==> src/rtl/sd_cmd_pkg.sv <==
// Shared command constants, error codes, step/state encodings and per-step command settings
// for the SD-card identification sequencer.
package sd_cmd_pkg;

  localparam logic [5:0] CMD0_INDEX   = 6'd0;
  localparam logic [5:0] CMD8_INDEX   = 6'd8;
  localparam logic [5:0] CMD55_INDEX  = 6'd55;
  localparam logic [5:0] ACMD41_INDEX = 6'd41;
  localparam logic [5:0] CMD2_INDEX   = 6'd2;
  localparam logic [5:0] CMD3_INDEX   = 6'd3;

  localparam logic [31:0] CMD8_ARG         = 32'h0000_01AA;
  localparam logic [11:0] CMD8_ECHO        = 12'h1AA;
  localparam logic [31:0] ACMD41_ARG_HCS   = 32'h40FF_8000;
  localparam logic [31:0] ACMD41_ARG_SDSC  = 32'h00FF_8000;

  localparam logic [2:0] ERR_NONE          = 3'd0;
  localparam logic [2:0] ERR_CMD0_TIMEOUT  = 3'd1;
  localparam logic [2:0] ERR_CMD8_BAD      = 3'd2;
  localparam logic [2:0] ERR_CMD55_TIMEOUT = 3'd3;
  localparam logic [2:0] ERR_ACMD41        = 3'd4;
  localparam logic [2:0] ERR_CMD2_TIMEOUT  = 3'd5;
  localparam logic [2:0] ERR_CMD3_TIMEOUT  = 3'd6;
  localparam logic [2:0] ERR_INDEX         = 3'd7;

  typedef enum logic [2:0] {
    STEP_CMD0, STEP_CMD8, STEP_CMD55, STEP_ACMD41, STEP_CMD2, STEP_CMD3
  } sdStep_t;

  typedef enum logic [2:0] {
    ST_IDLE, ST_ISSUE, ST_WAIT, ST_EVAL, ST_DELAY, ST_DONE, ST_ERROR
  } sdState_t;

  typedef enum logic [1:0] {
    PH_IDLE, PH_PULSE, PH_WAIT
  } issuePhase_t;

  // Command index carried by each step.
  function automatic logic [5:0] stepIndex(input sdStep_t step);
    case (step)
      STEP_CMD0:   return CMD0_INDEX;
      STEP_CMD8:   return CMD8_INDEX;
      STEP_CMD55:  return CMD55_INDEX;
      STEP_ACMD41: return ACMD41_INDEX;
      STEP_CMD2:   return CMD2_INDEX;
      default:     return CMD3_INDEX;
    endcase
  endfunction

  // Argument for each step; ACMD41 only advertises HCS to a v2 card.
  function automatic logic [31:0] stepArgument(input sdStep_t step, input logic cardV2);
    case (step)
      STEP_CMD8:   return CMD8_ARG;
      STEP_ACMD41: return cardV2 ? ACMD41_ARG_HCS : ACMD41_ARG_SDSC;
      default:     return 32'h0;
    endcase
  endfunction

  // CMD0 has no response, so it is the only command issued without a timeout.
  function automatic logic stepTimeoutEnable(input sdStep_t step);
    return step != STEP_CMD0;
  endfunction

endpackage

==> src/rtl/sd_cmd_issue.sv <==
// Issue/wait handshake with the command controller: one-cycle issue pulse, command fields held
// until the command resolves, then a one-cycle result strobe with sticky result flags.
module sd_cmd_issue
  import sd_cmd_pkg::*;
(
  input  logic        iClock_SD_Host,
  input  logic        iReset,
  input  logic        iLaunch,
  input  logic [5:0]  iIndex,
  input  logic [31:0] iArgument,
  input  logic        iTimeoutEnable,
  input  logic        iCommand_complete,
  input  logic        iCommand_index_error,
  input  logic        iTimeout,
  input  logic [31:0] iResponse,
  output logic        oNew_command,
  output logic [5:0]  oCmd_index,
  output logic [31:0] oCmd_argument,
  output logic        oTimeout_enable,
  output logic        oResultValid,
  output logic        oResultTimeout,
  output logic        oResultIndexError,
  output logic [31:0] oResultData
);

  issuePhase_t phase;

  // Launch a command, hold it through the wait, and resolve completion with timeout taking priority.
  always_ff @(posedge iClock_SD_Host) begin
    if (iReset) begin
      phase             <= PH_IDLE;
      oNew_command      <= 1'b0;
      oCmd_index        <= 6'd0;
      oCmd_argument     <= 32'h0;
      oTimeout_enable   <= 1'b0;
      oResultValid      <= 1'b0;
      oResultTimeout    <= 1'b0;
      oResultIndexError <= 1'b0;
      oResultData       <= 32'h0;
    end else begin
      oNew_command <= 1'b0;
      oResultValid <= 1'b0;
      case (phase)
        PH_IDLE: begin
          if (iLaunch) begin
            phase           <= PH_PULSE;
            oNew_command    <= 1'b1;
            oCmd_index      <= iIndex;
            oCmd_argument   <= iArgument;
            oTimeout_enable <= iTimeoutEnable;
          end
        end
        PH_PULSE: phase <= PH_WAIT;
        PH_WAIT: begin
          if (iTimeout || iCommand_complete) begin
            phase             <= PH_IDLE;
            oResultValid      <= 1'b1;
            oResultTimeout    <= iTimeout;
            oResultIndexError <= !iTimeout && iCommand_index_error;
            oResultData       <= iResponse;
          end
        end
        default: phase <= PH_IDLE;
      endcase
    end
  end

endmodule

==> src/rtl/sd_init_sequencer.sv <==
// SD-card identification sequencer: CMD0, CMD8, CMD55/ACMD41 polling, CMD2, CMD3.
// Captures the card capacity class and RCA, reports the abort cause on failure.
module sd_init_sequencer
  import sd_cmd_pkg::*;
#(
  parameter int unsigned MAX_ACMD41_TRIES   = 1000,
  parameter int unsigned RETRY_DELAY_CYCLES = 4000,
  parameter int unsigned CNT_W              = 16
) (
  input  logic         iClock_SD_Host,
  input  logic         iReset,
  input  logic         iStart,
  input  logic         iCommand_complete,
  input  logic         iCommand_index_error,
  input  logic         iTimeout,
  input  logic [127:0] iResponse,
  output logic         oNew_command,
  output logic [5:0]   oCmd_index,
  output logic [31:0]  oCmd_argument,
  output logic         oTimeout_enable,
  output logic         oBusy,
  output logic         oInit_done,
  output logic         oInit_error,
  output logic [2:0]   oError_code,
  output logic         oCard_hcs,
  output logic [15:0]  oRca
);

  sdState_t         state;
  sdStep_t          step;
  logic             cardV2;
  logic [CNT_W-1:0] retryCount;
  logic [CNT_W-1:0] delayCount;

  logic        resultValid;
  logic        resultTimeout;
  logic        resultIndexError;
  logic [31:0] resultData;

  logic             evalGo_c;
  sdStep_t          evalStep_c;
  logic             evalFail_c;
  logic [2:0]       evalCode_c;
  logic             evalDelay_c;
  logic             evalFinish_c;
  logic [CNT_W-1:0] retryNext_c;
  logic             delayDone_c;
  logic             launch_c;
  sdStep_t          launchStep_c;
  logic [5:0]       launchIndex_c;
  logic [31:0]      launchArgument_c;
  logic             launchTimeoutEnable_c;

  logic unusedResponseBits;
  assign unusedResponseBits = ^{iResponse[127:32], resultData[15:12]};

  assign delayDone_c           = (32'(delayCount) + 32'd1) >= RETRY_DELAY_CYCLES;
  assign launchIndex_c         = stepIndex(launchStep_c);
  assign launchArgument_c      = stepArgument(launchStep_c, cardV2);
  assign launchTimeoutEnable_c = stepTimeoutEnable(launchStep_c);

  sd_cmd_issue uIssue (
    .iClock_SD_Host       (iClock_SD_Host),
    .iReset               (iReset),
    .iLaunch              (launch_c),
    .iIndex               (launchIndex_c),
    .iArgument            (launchArgument_c),
    .iTimeoutEnable       (launchTimeoutEnable_c),
    .iCommand_complete    (iCommand_complete),
    .iCommand_index_error (iCommand_index_error),
    .iTimeout             (iTimeout),
    .iResponse            (iResponse[31:0]),
    .oNew_command         (oNew_command),
    .oCmd_index           (oCmd_index),
    .oCmd_argument        (oCmd_argument),
    .oTimeout_enable      (oTimeout_enable),
    .oResultValid         (resultValid),
    .oResultTimeout       (resultTimeout),
    .oResultIndexError    (resultIndexError),
    .oResultData          (resultData)
  );

  // Judge the held result of the current step: next step, retry delay, finish or abort cause.
  always_comb begin
    evalGo_c     = 1'b0;
    evalStep_c   = step;
    evalFail_c   = 1'b0;
    evalCode_c   = ERR_NONE;
    evalDelay_c  = 1'b0;
    evalFinish_c = 1'b0;
    retryNext_c  = retryCount + CNT_W'(1);
    if (resultTimeout) begin
      case (step)
        STEP_CMD8:   begin evalGo_c = 1'b1; evalStep_c = STEP_CMD55; end
        STEP_CMD0:   begin evalFail_c = 1'b1; evalCode_c = ERR_CMD0_TIMEOUT; end
        STEP_CMD55:  begin evalFail_c = 1'b1; evalCode_c = ERR_CMD55_TIMEOUT; end
        STEP_ACMD41: begin evalFail_c = 1'b1; evalCode_c = ERR_ACMD41; end
        STEP_CMD2:   begin evalFail_c = 1'b1; evalCode_c = ERR_CMD2_TIMEOUT; end
        default:     begin evalFail_c = 1'b1; evalCode_c = ERR_CMD3_TIMEOUT; end
      endcase
    end else if (resultIndexError &&
                 (step == STEP_CMD8 || step == STEP_CMD55 || step == STEP_CMD3)) begin
      evalFail_c = 1'b1;
      evalCode_c = ERR_INDEX;
    end else begin
      case (step)
        STEP_CMD0: begin evalGo_c = 1'b1; evalStep_c = STEP_CMD8; end
        STEP_CMD8: begin
          if (resultData[11:0] == CMD8_ECHO) begin
            evalGo_c   = 1'b1;
            evalStep_c = STEP_CMD55;
          end else begin
            evalFail_c = 1'b1;
            evalCode_c = ERR_CMD8_BAD;
          end
        end
        STEP_CMD55: begin evalGo_c = 1'b1; evalStep_c = STEP_ACMD41; end
        STEP_ACMD41: begin
          if (resultData[31]) begin
            evalGo_c   = 1'b1;
            evalStep_c = STEP_CMD2;
          end else if (retryNext_c == CNT_W'(MAX_ACMD41_TRIES)) begin
            evalFail_c = 1'b1;
            evalCode_c = ERR_ACMD41;
          end else begin
            evalDelay_c = 1'b1;
          end
        end
        STEP_CMD2: begin evalGo_c = 1'b1; evalStep_c = STEP_CMD3; end
        default:   evalFinish_c = 1'b1;
      endcase
    end
  end

  // Decide whether a command launches on this edge and which step it belongs to.
  always_comb begin
    launch_c     = 1'b0;
    launchStep_c = STEP_CMD0;
    case (state)
      ST_IDLE, ST_DONE, ST_ERROR: launch_c = iStart;
      ST_EVAL: begin
        if (evalGo_c) begin
          launch_c     = 1'b1;
          launchStep_c = evalStep_c;
        end
      end
      ST_DELAY: begin
        if (delayDone_c) begin
          launch_c     = 1'b1;
          launchStep_c = STEP_CMD55;
        end
      end
      default: launch_c = 1'b0;
    endcase
  end

  // Sequencer state, step, counters and host-visible status registers.
  always_ff @(posedge iClock_SD_Host) begin
    if (iReset) begin
      state       <= ST_IDLE;
      step        <= STEP_CMD0;
      cardV2      <= 1'b0;
      retryCount  <= '0;
      delayCount  <= '0;
      oBusy       <= 1'b0;
      oInit_done  <= 1'b0;
      oInit_error <= 1'b0;
      oError_code <= ERR_NONE;
      oCard_hcs   <= 1'b0;
      oRca        <= 16'h0;
    end else begin
      case (state)
        ST_IDLE, ST_DONE, ST_ERROR: begin
          if (launch_c) begin
            state       <= ST_ISSUE;
            step        <= launchStep_c;
            cardV2      <= 1'b0;
            retryCount  <= '0;
            oBusy       <= 1'b1;
            oInit_done  <= 1'b0;
            oInit_error <= 1'b0;
            oError_code <= ERR_NONE;
            oCard_hcs   <= 1'b0;
            oRca        <= 16'h0;
          end
        end
        ST_ISSUE: state <= ST_WAIT;
        ST_WAIT: begin
          if (resultValid) state <= ST_EVAL;
        end
        ST_EVAL: begin
          if (step == STEP_CMD8) cardV2 <= !resultTimeout && (resultData[11:0] == CMD8_ECHO);
          if (step == STEP_ACMD41 && !resultTimeout && resultData[31]) oCard_hcs <= resultData[30];
          if (evalFail_c) begin
            state       <= ST_ERROR;
            oBusy       <= 1'b0;
            oInit_error <= 1'b1;
            oError_code <= evalCode_c;
          end else if (evalFinish_c) begin
            state      <= ST_DONE;
            oBusy      <= 1'b0;
            oInit_done <= 1'b1;
            oRca       <= resultData[31:16];
          end else if (evalDelay_c) begin
            state      <= ST_DELAY;
            retryCount <= retryNext_c;
            delayCount <= '0;
          end else if (launch_c) begin
            state <= ST_ISSUE;
            step  <= launchStep_c;
          end
        end
        ST_DELAY: begin
          if (launch_c) begin
            state <= ST_ISSUE;
            step  <= launchStep_c;
          end else if (delayCount != {CNT_W{1'b1}}) begin
            delayCount <= delayCount + CNT_W'(1);
          end
        end
        default: state <= ST_IDLE;
      endcase
    end
  end

endmodule

==> config.mk <==
export PLATFORM = sky130hd
export DESIGN_NAME = sd_init_sequencer
export DESIGN_NICKNAME = d
export VERILOG_FILES = /design/src/rtl/sd_cmd_pkg.sv /design/src/rtl/sd_cmd_issue.sv /design/src/rtl/sd_init_sequencer.sv
export SDC_FILE = /design/constraint.sdc
export NUM_CORES = 1
export LEC_CHECK = 0
export CORE_MARGIN = 3
export CORE_UTILIZATION = 30
export DETAILED_ROUTE_END_ITERATION = 10
export PLACE_DENSITY = 0.59
export SLEW_MARGIN = 10
export SYNTH_ARGS = -nofsm -noshare
export SYNTH_HDL_FRONTEND = slang
export SYNTH_HIERARCHICAL = 1
export SYNTH_SLANG_ARGS = --single-unit
==> constraint.sdc <==
create_clock -name iClock_SD_Host -period 3.3 [get_ports iClock_SD_Host]
set_input_delay 0.66 -clock iClock_SD_Host [delete_from_list [all_inputs] [get_ports iClock_SD_Host]]
set_output_delay 0.66 -clock iClock_SD_Host [all_outputs]
set_load 0.05 [all_outputs]
# Word-level counts from Yosys, hierarchy flattened
# Index checks and enable logic that the tools add are counted.
op_classes:
  n_lt_le_gt_ge: 1
  reduce_logical: 35
  n_bitwise: 2
  muxes: 90
  n_addsub: 3
  n_div: 0
  n_eq_ne: 35
  multipliers: 0
  shift: 0
op_table:
  columns: ["op", "count"]
  rows:
  - ["$mux 16", 11]
  - ["$pmux 16 s2", 3]
  - ["$mux 3", 21]
  - ["$pmux 31 s2", 1]
  - ["$add 16x1->16 const B", 2]
  - ["$mux 1", 32]
  - ["$mux 31", 1]
  - ["$pmux 3 s5", 2]
  - ["$pmux 6 s5", 1]
  - ["$ne 2x2->1 const B", 12]
  - ["$pmux 3 s2", 4]
  - ["$eq 3x2->1 const B", 6]
  - ["$eq 3x3->1 const B", 6]
  - ["$add 16x1->17 const B", 1]
  - ["$ge 17x12->1 const B", 1]
  - ["$eq 16x10->1 const B", 1]
  - ["$ne 16x16->1 const B", 1]
  - ["$eq 12x9->1 const B", 1]
  - ["$pmux 1 s2", 6]
  - ["$pmux 3 s4", 1]
  - ["$reduce_and 3->1", 4]
  - ["$eq 3x1->1 const B", 3]
  - ["$logic_not 3->1", 3]
  - ["$mux 2", 4]
  - ["21 further kinds", 38]
totals:
  output_inout_bits: 63
  latchBits: 0
  reg_bits: 139
  memories: 0
  ramBits: 0
  rom_bits: 0
  wordCells: 186

# Logic depth before layout (Yosys ltp)
# Gate-level depths: netlist of run 1.
logic_depth:
  word_depth: 13
  ltp_mapped: 12

# Modules after synthesis
# The synthesis of run 1 kept the hierarchy.
modules_own_cells:
  columns: ["module", "instances", "area_per_inst_um2", "cells_per_inst"]
  rows:
  - ["sd_init_sequencer", 1, 3747.3, 494]
  - ["sd_cmd_issue", 1, 2801.4, 340]

# Least setup slack after synthesis of run 1
# OpenSTA, ideal clock, no wires.
synth_timing:
  path_type: "register -> register"
  from: "reg delayCount[0]"
  to: "reg uIssue.oCmd_argument[30]"
  slack_ps: 436
  setup_time_ps: 70
  path_stages_with_launch: 12
  path_buffers: 1
  synth_period_minus_slack_ps: 2864
  t_required_ps: 3230
  arrival_ps: 2794
  cell_sequence: "dfxtp_1 -> ha_1 -> nand3_2 -> or4_4 -> a221oi_1 -> nand4_1 -> and2_0 -> buf_2 -> a21oi_1 -> and2_1 -> nand2_1 -> a21oi_1"
synth_via:
  elab_chain_cells: 6
  elab_cells_between_ends: 10
  cone_classes: "add/sub: 1; order compare: 1; eq/ne: 2; mux: 5; reduce/logical: 1"
synth_rtl:
  columns: ["item", "line_no", "source"]
  rows:
  - ["start, declared", "sd_init_sequencer.sv:33", "logic [CNT_W-1:0] delayCount;"]
  - ["start signal, assigned", "sd_init_sequencer.sv:218", "delayCount <= delayCount + CNT_W'(1);"]
  - ["$add 16x1->17 (*)", "sd_init_sequencer.sv:57", "assign delayDone_c = (32'(delayCount) + 32'd1) >= RETRY_DELAY_CYCLES;"]
  - ["$ge 17x12->1 (*)", "sd_init_sequencer.sv:57", null]
  - ["$mux 2 (*)", "sd_init_sequencer.sv:148", "if (delayDone_c) begin"]
  - ["$pmux 3 s2 (*)", "sd_init_sequencer.sv:139", "case (state)"]
  - ["$eq 3x2->1 / $eq 3x1->1 (equally long branches)", "sd_cmd_pkg.sv:52", "case (step)"]
  - ["$pmux 31 s2 (*)", "sd_cmd_pkg.sv:52", null]
  - ["named net launchArgument_c[30]", "sd_init_sequencer.sv:51", "logic [31:0] launchArgument_c;"]
  - ["end signal, assigned", "sd_cmd_issue.sv:49", "oCmd_argument <= iArgument;"]
  - ["end, declared", "sd_cmd_issue.sv:18", "output logic [31:0] oCmd_argument,"]
# The timed path passes the listed nets; every way through them passes the cells marked *.
# A chain may end at the register's enable or synchronous reset.

# Worst setup path in the final report of run 1
layout_timing:
  from: "reg delayCount[1]"
  to: "reg uIssue.oCmd_argument[7]"
layout_via:
  elab_cells_between_ends: 10
  cone_classes: "add/sub: 1; order compare: 1; eq/ne: 2; mux: 5; reduce/logical: 1"
layout_lines:
  columns: ["item", "line_no", "source"]
  rows:
  - ["$add 16x1->17", "sd_init_sequencer.sv:57", null]
  - ["$ge 17x12->1", "sd_init_sequencer.sv:57", null]
  - ["$mux 1", "sd_init_sequencer.sv:148", null]
  - ["$pmux 1 s3", "sd_init_sequencer.sv:139", null]
  - ["named net launch_c", "sd_init_sequencer.sv:48", "logic launch_c;"]
  - ["$reduce_and 2->1 (no source line)", null, null]
# The timed path passes the listed nets, and every way through them passes these cells.

==> results of run 1 <==
## per-stage QoR
stage                     hold slack (ns)  cell area (um2)  total power [mW]  setup slack, ns
after floorplan                    0.4285             6469             2.660           0.4359
after global placement             0.4348             7641             2.977           0.2407
after detailed placement           0.4397             7641             2.986           0.2149
after CTS                          0.4488             8282             5.047           0.2048
after global routing               0.4721             8310             5.268          0.04034
final                              0.4450             8310             5.036           0.2020
## power groups by stage
stage                     sequential [mW]  clock (mW)  combinational, mW
after global placement               1.86           0               1.12
after detailed placement             1.86           0               1.13
after floorplan                      1.99           0              0.668
after global routing                 1.84        2.17               1.26
final                                1.82        2.06               1.16
after CTS                            1.82        2.09               1.13
## worst min path at each step
stage	end	cells after the start	startpoint	slack, ns
after floorplan	oRca[0]	2	uIssue/oResultData[16]	0.43
after global placement	oRca[5]	2	uIssue/oResultData[21]	0.43
after detailed placement	oRca[5]	2	uIssue/oResultData[21]	0.44
after CTS	oRca[10]	2	uIssue/oResultData[26]	0.45
after global routing	oRca[6]	2	uIssue/oResultData[22]	0.47
final	oRca[10]	2	uIssue/oResultData[26]	0.44
## routing by layer
layer  part of all wire  routed length (um)  global-route usage
met3              0.044                 779             0.03976
met2               0.46                8128              0.2240
met4             0.0092                 161             0.03810
met5                  0                   0                   0
met1               0.48                8494              0.2050
## registers in the layout, indices dropped and copies added (netlist names), 2 cells and up
register,flops
uIssue/phase,2
uIssue/oCmd_index,6
state,3
delayCount,16
uIssue/oCmd_argument,32
retryCount,16
oError_code,3
oRca,16
step,3
uIssue/oResultData,28
## area by class of cell
class / count / area, um2 / share of cell area
Sequential cell: 135 / 2704 / 0.3254
Tap cell: 270 / 337.8 / 0.04065
Multi-Input combinational cell: 618 / 3387 / 0.4076
Clock inverter: 8 / 142.6 / 0.01716
Clock buffer: 23 / 498.0 / 0.05992
Inverter: 16 / 60.06 / 0.007227
Timing Repair Buffer: 120 / 1181 / 0.1421
## worst min-delay path, stage by stage, from the launching register on
cell,delay (ns)
sky130_fd_sc_hd__dfxtp_1,0.30
sky130_fd_sc_hd__nand2_1,0.05
sky130_fd_sc_hd__a21oi_1,0.05
==> impl_table.tex, run 1 <==
\begin{tabular}{lr}
\hline
Metric & Value \\
\hline
\multicolumn{2}{l}{\textbf{Layout}} \\
\quad Commonest cells after routing, fill and taps aside & 139 x sky130\_fd\_sc\_hd\_\_nand2\_1, 134 x sky130\_fd\_sc\_hd\_\_dfxtp\_1, 112 x sky130\_fd\_sc\_hd\_\_a21oi\_1 \\
\quad Final standard cell count with taps included and fillers excluded & 1190 \\
\quad Proportion of layout cells with a drive suffix above 1 & 0.08370 \\
\quad Area delta synth->final & 29.68\% \\
\quad Final core area utilization & 0.4029 \\
\quad \# diodes & 0 \\
\quad Fin nets & 1047 \\
\quad FILL cells & 2069 \\
\quad Commonest non-fill, non-tap cell in the layout & sky130\_fd\_sc\_hd\_\_nand2\_1 \\
\multicolumn{2}{l}{\textbf{Critical path}} \\
\quad Critical Path Slowest Stage Cell & sky130\_fd\_sc\_hd\_\_or4\_4 \\
\quad Cell class contributing the biggest share of worst-path delay & simple AND/OR/NAND/NOR gates \\
\quad Endpoint class of the critical path & register \\
\quad Data arrival, critical path & 3.44 ns \\
\quad Critical path startpoint & delayCount[1] \\
\quad Worst path cell trace & ha\_2 > nand3\_2 > or4\_4 > a221oi\_1 > nand4\_1 > nand4\_1 > buf\_4 > nor3b\_4 > clkbuf\_16 > nand2\_1 > a21oi\_1 \\
\quad Worst path bufs/invs & 2 \\
\quad Critical-path maximum fanout & 19 \\
\quad Number of cells on the worst reg-to-reg path & 11 \\
\quad Setup slack of the most critical reg-to-reg path & 0.20 ns \\
\quad Required time at the endpoint of the critical path & 3.64 ns \\
\quad Worst reg2reg path endpoint & uIssue/oCmd\_argument[7] \\
\quad Kind of start point of the critical path & register \\
\quad Highest cell delay on the worst timing path & 0.56 ns \\
\quad Start of the worst register-to-register path & delayCount[1] \\
\quad Library cell appearing most often on the critical path & sky130\_fd\_sc\_hd\_\_nand4\_1 \\
\quad Instance count on the critical path & 11 \\
\quad Critical setup path kind & reg -> reg \\
\quad Critical path endpoint & uIssue/oCmd\_argument[7] \\
\multicolumn{2}{l}{\textbf{STA}} \\
\quad Clock skew after layout & 0.01113 ns \\
\quad Total setup violations reported at the end of the flow & 0 \\
\quad Final sum of negative setup slack & 0 ns \\
\quad Final clock period utilization by the worst path & 0.9388 \\
\quad Clock period minus worst slack & 3.098 ns \\
\quad Final count of pins violating max slew & 0 \\
\quad Least-Margin Pin Slew & 1.088 ns \\
\quad Fmax & 322.8 MHz \\
\quad Unrepaired setup endpoints after global routing & false \\
\quad Count of endpoints failing hold in the final timing report & 0 \\
\quad Worst slew slack as a fraction of its limit & 0.2719 \\
\multicolumn{2}{l}{\textbf{Power}} \\
\quad Proportion of power drawn by the clock network & 0.408 \\
\quad Combinational power share & 0.230 \\
\quad Internal portion of total power & 3.502 mW \\
\quad Worst voltage drop across the vdd grid & 0.4223 mV \\
\quad Power Density & 605.9 nW/um2 \\
\quad Leakage power & 2.786 nW \\
\quad Switching share of total power & 0.3046 \\
\quad Net Sw Power & 1.534 mW \\
\quad Relative contribution of sequential cells to total power & 0.362 \\
\multicolumn{2}{l}{\textbf{Global route}} \\
\quad Initial antenna violation count & 0 \\
\quad Via count of the first global-routing pass & 5529 \\
\quad Remaining Overflow, GRT & 0 \\
\quad Pin count of the biggest net entering global routing & 71 \\
\quad Wire length of the first global-routing pass & 28680 um \\
\quad GRT Util Overall & 0.1464 \\
\multicolumn{2}{l}{\textbf{Clock tree}} \\
\quad Post-cts resize count & 0 \\
\quad H-tree lvl count & 4 \\
\quad TritonCTS clock tree & yes \\
\quad Number of clock sinks seen by CTS & 135 \\
\quad CTS Buffer Depth & 2 \\
\quad Clock slew seen by the registers of the worst setup and hold paths & 0.06 ns \\
\quad Clock root buffer & sky130\_fd\_sc\_hd\_\_clkbuf\_16 \\
\quad Number of CTS-inserted buffers & 17 \\
\quad Post-CTS setup-driven buffer insertion count & 0 \\
\quad Post-CTS Hold Fix Bufs & 0 \\
\quad Clock latency on the worst-skew pair & 0.42 ns \\
\multicolumn{2}{l}{\textbf{Placement}} \\
\quad Placer congestion estimate & 0.8253 \\
\quad Total of buffers placed on input and output ports & 96 \\
\quad DPL Wire Length & 11730 um \\
\quad \# placed instances & 1158 \\
\multicolumn{2}{l}{\textbf{Run status}} \\
\quad Outcome & finished clean \\
\multicolumn{2}{l}{\textbf{Detailed routing}} \\
\quad TritonRoute pass-1 iters & 4 \\
\quad Residual DRC count & 0 \\
\quad Detailed-route wire length per cell & 14.76 um \\
\quad Antenna viol nets, final & 0 \\
\quad Overall routed net length & 17560 um \\
\quad Vias per cell & 5.121 \\
\quad Violation count after the first detailed-route iteration & 461 \\
\quad Detailed-route via count & 6094 \\
\multicolumn{2}{l}{\textbf{Flow run}} \\
\quad Max-capacitance violation count & 0 \\
\multicolumn{2}{l}{\textbf{Floorplan}} \\
\quad Die ar. & 23150 um2 \\
\quad Y dimension of the die & 152.2 um \\
\quad Initial core utilization & 0.3107 \\
\quad Number of ports placed on the die boundary & 197 \\
\quad Width of the die & 152.2 um \\
\quad Number of standard-cell rows in the floorplan & 52 \\
\quad Core area & 20620 um2 \\
\multicolumn{2}{l}{\textbf{Worst hold path}} \\
\quad Path type of the worst min-delay path & reg -> reg \\
\multicolumn{2}{l}{\textbf{Synth}} \\
\quad Cell Area, Synth & 6409 um2 \\
\quad Total of warnings raised by yosys & 6 \\
\quad Post-Synthesis Cells & 818 \\
\quad Mean cell area of the mapped netlist & 7.835 um2 \\
\hline
\end{tabular}
Note: power is estimated with default switching activity, not from simulation.
==> run 2: changes to the inputs <==
- HOLD_SLACK_MARGIN: default -> 0.12
- clock period: 3.3 -> 3.7 ns (I/O delays scaled with it)
==> run 2 against run 1 <==
Net effect:
- critical path depth down 1
- via count down 0.31%
- global-route usage about the same
- critical endpoint is now uIssue/oCmd_argument[17]
- clock power down 26%
- sequential share of layout area up 0.81 points
- first-iteration DRC count down 13%
==> impl_table.tex, run 2 (synthesized netlist as in run 1, its figures left out) <==
\begin{tabular}{lr}
\hline
Metric & Value \\
\hline
\multicolumn{2}{l}{\textbf{Clock tree}} \\
\quad Post-CTS Hold Fix Bufs & 0 (unchanged) \\
\quad H-tree lvl count & 4 (unchanged) \\
\quad Clock root buffer & sky130\_fd\_sc\_hd\_\_clkbuf\_16 \\
\quad TritonCTS clock tree & yes \\
\quad Clock slew seen by the registers of the worst setup and hold paths & 0.05 ns (about the same) \\
\quad Clock latency on the worst-skew pair & 0.42 ns (about the same) \\
\quad Number of CTS-inserted buffers & 17 (unchanged) \\
\quad Number of clock sinks seen by CTS & 135 (unchanged) \\
\quad Post-cts resize count & 0 (unchanged) \\
\quad Post-CTS setup-driven buffer insertion count & 0 (unchanged) \\
\quad CTS Buffer Depth & 2 (unchanged) \\
\multicolumn{2}{l}{\textbf{Floorplan}} \\
\quad Number of standard-cell rows in the floorplan & 52 (unchanged) \\
\quad Y dimension of the die & 152.2 um (unchanged) \\
\quad Width of the die & 152.2 um (unchanged) \\
\quad Initial core utilization & 0.3107 (unchanged) \\
\quad Die ar. & 23150 um2 (unchanged) \\
\quad Core area & 20620 um2 (unchanged) \\
\quad Number of ports placed on the die boundary & 197 (unchanged) \\
\multicolumn{2}{l}{\textbf{Detailed routing}} \\
\quad Detailed-route wire length per cell & 14.59 um (-1.1\%) \\
\quad Overall routed net length & 17280 um (-1.6\%) \\
\quad TritonRoute pass-1 iters & 7 (+3) \\
\quad Detailed-route via count & 6075 (-0.31\%) \\
\quad Residual DRC count & 0 (unchanged) \\
\quad Vias per cell & 5.131 (+0.19\%) \\
\quad Antenna viol nets, final & 0 (unchanged) \\
\quad Violation count after the first detailed-route iteration & 401 (-13\%) \\
\multicolumn{2}{l}{\textbf{STA}} \\
\quad Count of endpoints failing hold in the final timing report & 0 (unchanged) \\
\quad Worst slew slack as a fraction of its limit & 0.3362 (+0.06423) \\
\quad Final count of pins violating max slew & 0 (unchanged) \\
\quad Clock skew after layout & 0.006037 ns (-0.005092 ns) \\
\quad Clock period minus worst slack & 3.309 ns (+0.2108 ns) \\
\quad Unrepaired setup endpoints after global routing & false \\
\quad Final clock period utilization by the worst path & 0.8943 (-0.04451) \\
\quad Final sum of negative setup slack & 0 ns (unchanged) \\
\quad Least-Margin Pin Slew & 0.9958 ns (-0.09232 ns) \\
\quad Total setup violations reported at the end of the flow & 0 (unchanged) \\
\quad Fmax & 302.2 MHz (-6.4\%) \\
\multicolumn{2}{l}{\textbf{Placement}} \\
\quad DPL Wire Length & 11580 um (-1.3\%) \\
\quad Placer congestion estimate & 0.8582 (+4.0\%) \\
\quad Total of buffers placed on input and output ports & 96 (unchanged) \\
\quad Post-detailed-placement cell area & 7579 um2 (-0.82\%) \\
\multicolumn{2}{l}{\textbf{Critical path}} \\
\quad Critical-path maximum fanout & 41 (+22) \\
\quad Worst path bufs/invs & 1 (-1) \\
\quad Critical setup path kind & reg -> reg \\
\quad Critical Path Slowest Stage Cell & sky130\_fd\_sc\_hd\_\_or4\_4 \\
\quad Cell class contributing the biggest share of worst-path delay & simple AND/OR/NAND/NOR gates \\
\quad Endpoint class of the critical path & register \\
\quad Library cell appearing most often on the critical path & sky130\_fd\_sc\_hd\_\_nand4\_1 \\
\quad Worst path cell trace & ha\_1 > nand3\_2 > or4\_4 > a221oi\_1 > nand4\_1 > nand4\_1 > or3b\_1 > buf\_4 > nand2\_1 > a21oi\_1 \\
\quad Data arrival, critical path & 3.58 ns (+0.14 ns) \\
\quad Kind of start point of the critical path & register \\
\quad Required time at the endpoint of the critical path & 3.97 ns (+0.33 ns) \\
\quad Highest cell delay on the worst timing path & 0.56 ns (about the same) \\
\multicolumn{2}{l}{\textbf{Power}} \\
\quad Power Total & 4.118 mW (-18\%) \\
\quad Leakage power & 2.691 nW (-3.4\%) \\
\quad Power Density & 508.0 nW/um2 (-16\%) \\
\quad Worst voltage drop across the vdd grid & 0.4218 mV (-0.12\%) \\
\multicolumn{2}{l}{\textbf{Layout}} \\
\quad \# diodes & 0 (unchanged) \\
\quad Top register by number of flip-flops & uIssue/oCmd\_argument \\
\quad Max FFs per register & 32 (unchanged) \\
\quad Area delta synth->final & 26.47\% \\
\quad Commonest non-fill, non-tap cell in the layout & sky130\_fd\_sc\_hd\_\_nand2\_1 \\
\quad Post-route cell area & 8105 um2 (-2.5\%) \\
\quad Commonest cells after routing, fill and taps aside & 139 x sky130\_fd\_sc\_hd\_\_nand2\_1, 135 x sky130\_fd\_sc\_hd\_\_dfxtp\_1, 112 x sky130\_fd\_sc\_hd\_\_a21oi\_1 \\
\quad Final core area utilization & 0.3930 (-0.009949) \\
\quad Proportion of layout cells with a drive suffix above 1 & 0.07330 (-0.01039) \\
\quad Largest registers & uIssue/oCmd\_argument (32), uIssue/oResultData (28) \\
\quad Fin nets & 1041 (-0.57\%) \\
\multicolumn{2}{l}{\textbf{Global route}} \\
\quad Initial antenna violation count & 0 (unchanged) \\
\quad GRT Util Overall & 0.1461 (-0.0003406) \\
\quad Via count of the first global-routing pass & 5547 (+0.33\%) \\
\quad Remaining Overflow, GRT & 0 (unchanged) \\
\quad GR Layer Usage met1 & 0.2013 (-0.003617) \\
\quad Met3 global-route usage & 0.03891 (-0.0008520) \\
\quad Wire length of the first global-routing pass & 28720 um (+0.12\%) \\
\quad Most Crowded Layer GR & met2 \\
\quad Pin count of the biggest net entering global routing & 66 (-7.0\%) \\
\quad Global-route track usage on met2 & 0.2257 (+0.001693) \\
\multicolumn{2}{l}{\textbf{Run status}} \\
\quad Outcome & finished clean \\
\multicolumn{2}{l}{\textbf{Worst hold path}} \\
\quad Path type of the worst min-delay path & reg -> reg \\
\multicolumn{2}{l}{\textbf{Flow run}} \\
\quad Max-capacitance violation count & 0 (unchanged) \\
\hline
\end{tabular}
==> run 2: cell types whose count changed in the layout (fill, tap and decap cells not counted), sizes merged <==
cell      delta
buf          -5
clkinv       +5
clkbuf       -4
clkinvlp     +1
bufinv       -3
==> run 2: per-layer routing <==
layer,vias to the layer above,routed length [um],share of wire
met5,-,0,0
met4,0,220,0.013
met3,20,820,0.047
met2,126,8003,0.46
met1,2852,8231,0.48
li1,3077,-,-
==> run 2: stage by stage <==
stage	worst slack (ns)	hold WS, ns	instances
2_1_floorplan	0.8359	0.4285	834
3_3_place_gp	0.4133	0.4410	1153
3_5_place_dp	0.4046	0.4442	1153
4_1_cts	0.4040	0.4520	1184
5_1_grt	0.1072	0.4660	1184
6_report	0.3911	0.4501	1184
==> run 2: layout make-up <==
cell class / instances / area (um2)
Fill cell: 2081 / 12520
Multi-Input combinational cell: 618 / 3390
Sequential cell: 135 / 2703
Timing Repair Buffer: 114 / 1094
Clock buffer: 20 / 436.7
Tap cell: 270 / 337.8
Clock inverter: 11 / 85.08
Inverter: 16 / 60.06
==> run 2: final timing paths <==
check                              to  slack, ns                    from  depth (start not counted)
max          uIssue/oCmd_argument[17]       0.39           delayCount[0]                         10
min                          oRca[13]       0.45  uIssue/oResultData[29]                          2
max reg2reg  uIssue/oCmd_argument[17]       0.39           delayCount[0]                         10
min reg2reg                  oRca[13]       0.45  uIssue/oResultData[29]                          2
==> run 2: report_power, final <==
group          switching [mW]  total, mW  internal, mW
Combinational           0.645      0.970         0.325
Clock                   0.613       1.52         0.907
Sequential             0.0857       1.63          1.54
Total                    1.34       4.12          2.77
==> run 2: worst min-delay path, cell delays in order (launching register included) <==
cell                      delay, ns
sky130_fd_sc_hd__dfxtp_1       0.31
sky130_fd_sc_hd__nand2_1       0.05
sky130_fd_sc_hd__a21oi_1       0.05
